===== config.mk =====
export PLATFORM = sky130hd
export DESIGN_NAME = day_night_scheduler
export DESIGN_NICKNAME = d
export VERILOG_FILES = /design/src/rtl/day_night_scheduler.sv
export SDC_FILE = /design/constraint.sdc
export NUM_CORES = 1
export LEC_CHECK = 0
export CAP_MARGIN = 20
export CORE_ASPECT_RATIO = 1.75
export CORE_MARGIN = 5
export CORE_UTILIZATION = 54
export DETAILED_ROUTE_END_ITERATION = 8
export PLACE_DENSITY = 0.76
export SLEW_MARGIN = 10
export SYNTH_ARGS = -nofsm -noshare
export SYNTH_HDL_FRONTEND = slang
export SYNTH_SLANG_ARGS = --single-unit
export TNS_END_PERCENT = 20

===== constraint.sdc =====
create_clock -name clk -period 2.2 [get_ports clk]
set_input_delay 0.44 -clock clk [delete_from_list [all_inputs] [get_ports clk]]
set_output_delay 0.44 -clock clk [all_outputs]
set_load 0.01 [all_outputs]

===== src/rtl/day_night_scheduler.sv =====
// rtl/day_night_scheduler.sv - score-driven day/night fade sequencer for the VGA colour-inversion stage
// Optional manual trigger input force_night is built when DAY_NIGHT_FORCE_EN is defined.
module day_night_scheduler #(
    parameter int PERIOD    = 700,
    parameter int NIGHT_LEN = 150,
    parameter int DIV_BITS  = 23,
    parameter int LEVEL_MAX = 15
) (
    input  logic        clk,
    input  logic        rst_n,
    input  logic [13:0] game_score,
    input  logic        pause,
`ifdef DAY_NIGHT_FORCE_EN
    input  logic        force_night,
`endif
    output logic [3:0]  fade_level,
    output logic        night,
    output logic        fading,
    output logic        done
);

    typedef enum logic [1:0] {
        ST_DAY,
        ST_FADE_TO_NIGHT,
        ST_NIGHT,
        ST_FADE_TO_DAY
    } state_t;

    localparam int          LMAX_C      = (LEVEL_MAX > 15) ? 15 : ((LEVEL_MAX < 1) ? 1 : LEVEL_MAX);
    localparam logic [3:0]  LVL_MAX     = 4'(LMAX_C);
    localparam logic [14:0] PERIOD_V    = 15'(PERIOD);
    localparam logic [14:0] NIGHT_LEN_V = 15'(NIGHT_LEN);

    state_t              state_q, state_d;
    logic [3:0]          level_q, level_d;
    logic [14:0]         next_onset_q, next_onset_d;
    logic [14:0]         night_end_q, night_end_d;
    logic                pending_q, pending_d;
    logic                done_q, done_d;
    logic                entry_q, entry_d;
    logic [DIV_BITS-1:0] prescaler_q, prescaler_d;

    logic [14:0] score15;
    logic        restart;
    logic        tick;
    logic        onset_hit;
    logic        end_hit;
    logic        trig_force;

    // Saturating add keeps onset bookkeeping from wrapping back into the live score range.
    function automatic logic [14:0] sat_add(input logic [14:0] a, input logic [14:0] b);
        logic [15:0] s;
        s = {1'b0, a} + {1'b0, b};
        return s[15] ? 15'h7fff : s[14:0];
    endfunction

    assign score15     = {1'b0, game_score};
    assign restart     = (game_score == 14'd0);
    assign tick        = (&prescaler_q) && !pause;
    assign onset_hit   = !restart && (score15 >= next_onset_q);
    assign end_hit     = (score15 >= night_end_q);
    assign prescaler_d = prescaler_q + 1'b1;

`ifdef DAY_NIGHT_FORCE_EN
    logic force_prev_q;
    assign trig_force = force_night && !force_prev_q && !pause && !restart;

    always_ff @(posedge clk or negedge rst_n) begin
        if (!rst_n) force_prev_q <= 1'b0;
        else        force_prev_q <= force_night;
    end
`else
    assign trig_force = 1'b0;
`endif

    always_comb begin
        state_d      = state_q;
        level_d      = level_q;
        next_onset_d = next_onset_q;
        night_end_d  = night_end_q;
        pending_d    = pending_q;
        done_d       = 1'b0;

        if (restart) begin
            state_d      = ST_DAY;
            level_d      = 4'd0;
            next_onset_d = PERIOD_V;
            pending_d    = 1'b0;
        end else begin
            case (state_q)
                ST_DAY: begin
                    if (!pause && (pending_q || onset_hit)) begin
                        state_d      = ST_FADE_TO_NIGHT;
                        night_end_d  = sat_add(next_onset_q, NIGHT_LEN_V);
                        next_onset_d = sat_add(next_onset_q, PERIOD_V);
                        pending_d    = 1'b0;
                    end else if (trig_force) begin
                        state_d     = ST_FADE_TO_NIGHT;
                        night_end_d = sat_add(score15, NIGHT_LEN_V);
                    end
                end
                ST_FADE_TO_NIGHT: begin
                    if (!pause && end_hit) begin
                        state_d = ST_FADE_TO_DAY;
                    end else if (tick && !entry_q) begin
                        if ((level_q + 4'd1) >= LVL_MAX) begin
                            level_d = LVL_MAX;
                            state_d = ST_NIGHT;
                            done_d  = 1'b1;
                        end else begin
                            level_d = level_q + 4'd1;
                        end
                    end
                end
                ST_NIGHT: begin
                    level_d = LVL_MAX;
                    if (!pause && end_hit) begin
                        state_d = ST_FADE_TO_DAY;
                    end else if (trig_force) begin
                        state_d = ST_FADE_TO_DAY;
                    end
                end
                ST_FADE_TO_DAY: begin
                    // An onset reached mid-fade is remembered and launched as soon as DAY is entered.
                    if (!pause && onset_hit) begin
                        pending_d = 1'b1;
                    end
                    if (tick && !entry_q) begin
                        if (level_q <= 4'd1) begin
                            level_d = 4'd0;
                            state_d = ST_DAY;
                            done_d  = 1'b1;
                        end else begin
                            level_d = level_q - 4'd1;
                        end
                    end
                end
                default: begin
                    state_d = ST_DAY;
                    level_d = 4'd0;
                end
            endcase
        end

        // The first cycle in a new state never steps the level.
        entry_d = (state_d != state_q);
    end

    always_ff @(posedge clk or negedge rst_n) begin
        if (!rst_n) begin
            state_q      <= ST_DAY;
            level_q      <= 4'd0;
            next_onset_q <= PERIOD_V;
            night_end_q  <= 15'd0;
            pending_q    <= 1'b0;
            done_q       <= 1'b0;
            entry_q      <= 1'b0;
            prescaler_q  <= '0;
        end else begin
            state_q      <= state_d;
            level_q      <= level_d;
            next_onset_q <= next_onset_d;
            night_end_q  <= night_end_d;
            pending_q    <= pending_d;
            done_q       <= done_d;
            entry_q      <= entry_d;
            prescaler_q  <= prescaler_d;
        end
    end

    assign fade_level = level_q;
    assign night      = (state_q == ST_FADE_TO_NIGHT) || (state_q == ST_NIGHT);
    assign fading     = (state_q == ST_FADE_TO_NIGHT) || (state_q == ST_FADE_TO_DAY);
    assign done       = done_q;

endmodule


==> flow_summary_export.csv <==
group,metric,value,unit
run_status,status,"complete, but fails checks",
run_status,failed_checks,"setup timing",
clocking,clock_sinks,61,
clocking,cts_tree,"built",
sta,timing.hold.ws,106,ps
final_layout,area_growth,38.6,%
sta,final.setup.worst_slack,-110,ps
critical_path,critical_path.top_delay_family,"compound AO/OA/AOI/OAI gates",
drt,route.detailed.drc,0,
floorplanning,pin_count,24,
logic_synthesis,synth.net_count,516,
critical_path,start_kind,"input port",
final_layout,final_layout_size_suffix_gt1_share,31.6,%
drt,vias,3900,
sta,drv_slew,0,
sta,rsz0062_at_grt,"yes",
final_layout,multi_input_area,0.00259,mm²
grt,grt_usage,25.2,%
sta,tightest_slew,347,ps
clocking,cts.path.max_buffers,2,
drt,wl,11700,µm
power,ir_worst_vdd,0.679,mV
critical_path,arrival,2580,ps
critical_path,cp_slowest_cell,"or4_4",
critical_path,r2r_start,"night_end_q[6]$_DFFE_PN0P_",
logic_synthesis,syn_inst,458,
clocking,clk_pin_slew,50,ps
critical_path,reg2reg_depth,9,
logic_synthesis,yosysWarningCount,0,
logic_synthesis,synth-main-ff-cell,"dfrtp_1",
sta,period_minus_slack,2310,ps
critical_path,required,2470,ps
critical_path,r2r_end,"entry_q$_DFF_PN0_",
power,p_leak,2.69,nW
critical_path,cp_num_buf_inv,2,
clocking,numCtsBuffers,9,
sta,period_share,105,%
final_layout,diodes,0,
final_layout,register_area,0.00154,mm²
grt,grt_max_degree,62,
logic_synthesis,ys_types,55,
grt,antenna_found_initial,0,
flow_run,max-cap-violations,0,
drt,first_iter_violations,200,
drt,drtPass1Iterations,4,
place,dp_hpwl,7960,µm
clocking,clkLatencyLatePin,330,ps
drt,routedWlPerCell,17.9,µm
final_layout,layout.nets,620,
grt,overflow,0,
logic_synthesis,synth_enable_flop_cells,0,
clocking,cts_htree_levels,3,
floorplanning,die_h,125,µm
floorplanning,die_w,75.6,µm
floorplanning,placeableCoreArea,0.00746,mm²
grt,grt_pass1_wl,18200,µm
sta,report.final.hold_viol_count,0,
drt,ant_nets,0,
clocking,cts_hold_buf,0,
sta,tns,-200,ps
logic_synthesis,ys_seq_area_share,37.7,%
logic_synthesis,synth_area,0.00407,mm²
critical_path,end_kind,"flip-flop",
sta,slew_headroom,76.9,%
logic_synthesis,synth.avg_cell_area,8.88,µm²
floorplanning,num_rows,42,
sta,skew,7.00,ps
critical_path,worst-setup-path-type,"in2reg",
critical_path,worst-path-stages,10,
clocking,cts_root_buf,"clkbuf_16",
drt,routed_via_density,5.95,
critical_path,crit_chain,"clkdlybuf4s15_2 > buf_4 > ha_1 > a21o_1 > a21oi_1 > o32a_1 > o31a_1 > or4_4 > nand3_1 > a221o_1",
critical_path,reg2reg_slack,-60,ps
grt,grt_pass1_vias,3993,
floorplanning,die_area,0.00943,mm²
place,gp_congestion,0.934,
place,portBuffers,23,
floorplanning,start_util,54.5,%
power,powerDensity,1330,mW/mm²
logic_synthesis,synth_seq_cells,61,
final_layout,fill_cells,486,
worst_hold_path,hold_path_class,"in2async",
sta,max_freq,0.433,GHz
critical_path,crit_fanout,5,
critical_path,cpPeakStageDelay,570,ps
logic_synthesis,async_reset_ff_share,100,%
sta,setup_viol,6,
power,power,7.51,mW
==> flip-flops by register name (all words and copies together) (netlist names) <==
| register | count |
|---|---|
| entry_q | 1 |
| fade_level | 4 |
| pending_q | 1 |
| night_end_q | 15 |
| prescaler_q | 23 |
| next_onset_q | 14 |
| state_q | 2 |
| done | 1 |
==> worst max-delay path by stage <==
stage                           startpoint                            to  slack [ps]
4_1_cts        next_onset_q[5]$_DFFE_PN1P_   night_end_q[11]$_DFFE_PN0P_         -20
5_1_grt        next_onset_q[2]$_DFFE_PN1P_   night_end_q[13]$_DFFE_PN0P_        -190
3_5_place_dp                 game_score[0]  next_onset_q[10]$_DFFE_PN0P_        -610
3_3_place_gp                 game_score[0]  next_onset_q[10]$_DFFE_PN0P_        -580
2_1_floorplan  next_onset_q[2]$_DFFE_PN1P_   night_end_q[10]$_DFFE_PN0P_          20
6_report                    game_score[12]             entry_q$_DFF_PN0_        -110
==> what timing repair did <==
item	in CTS	in global routing
pin swaps	16	13
setup endpoints to repair	38	36
hold endpoints to repair	0	0
gates resized for setup	57	41
setup buffers	9	2
==> cells in the mapped netlist (all sizes together) (4+ instances only) <==
cell type,n,area share [%]
dfrtp,55,34
nand2,44,4.1
a21oi,43,5.3
ha,41,13
inv,39,3.6
nor2,29,2.7
o21ai,25,3.1
xnor2,22,4.7
nor3,21,2.9
nand3,19,2.3
clkbuf,10,0.92
nand4,10,1.8
a31oi,8,1.2
and3,8,1.2
mux2i,7,1.7
nor2b,7,1.1
xor2,7,1.5
dfstp,6,3.9
nor4,6,1.1
a211oi,4,0.74
and4,4,0.95
==> per-stage QoR <==
stage	setup slack, ps	std cells	util, %	area, µm²
6_report	-110	655	75.5	5630
5_1_grt	-193	655	75.5	5630
4_1_cts	-17.6	653	73.4	5480
3_5_place_dp	-614	628	66.0	4930
3_3_place_gp	-582	628	66.0	4930
2_1_floorplan	17.0	458	-	4070
==> cells by family after synthesis <==
family / after synthesis / share of synthesized area [%]
adders and majority gates: 41 / 12.6
muxes: 8 / 2.00
and+or+nand+nor: 156 / 19.4
DFF: 61 / 37.7
xor gates and xnor gates: 29 / 6.25
buffers and inverters: 52 / 4.89
AOI/OAI and AO/OA: 111 / 17.1
==> layout by cell type (no fill, tap or decap), types with 8 or more instances in the layout <==
| master | n |
|---|---|
| nand3_1 | 19 |
| ha_1 | 34 |
| xnor2_1 | 22 |
| nand4_1 | 8 |
| inv_1 | 32 |
| buf_4 | 75 |
| nand2_1 | 38 |
| dfrtp_1 | 54 |
| clkbuf_16 | 9 |
| nor3_1 | 11 |
| o21ai_0 | 16 |
| nor2_1 | 26 |
| dlygate4sd2_1 | 12 |
| a21oi_1 | 36 |
| nor3_2 | 9 |
==> layout make-up <==
class | count | area share [%]
tap | 88 | 1.95
timing repair buffer | 106 | 15.7
multi-input combinational | 345 | 46.0
sequential | 61 | 27.2
inverter | 39 | 2.60
clock buffer | 10 | 4.06
clock inverter | 6 | 2.38
==> layer usage <==
layer  up-vias  track usage (%)  routed length [µm]
li1       1850                -                   -
met1      1925             28.0                4410
met2        92             43.1                6480
met3        33             5.90                 412
met4         0             11.9                 430
met5         -                0                   0
==> power breakdown <==
group | leakage, nW | internal (mW) | switching (mW) | total (mW)
sequential | 0.741 | 1.47 | 0.223 | 1.70
clock | 0.177 | 1.22 | 0.518 | 1.74
combinational | 1.78 | 1.93 | 2.15 | 4.08
total | 2.69 | 4.62 | 2.89 | 7.51
Note: power is estimated with default switching activity, not from simulation.
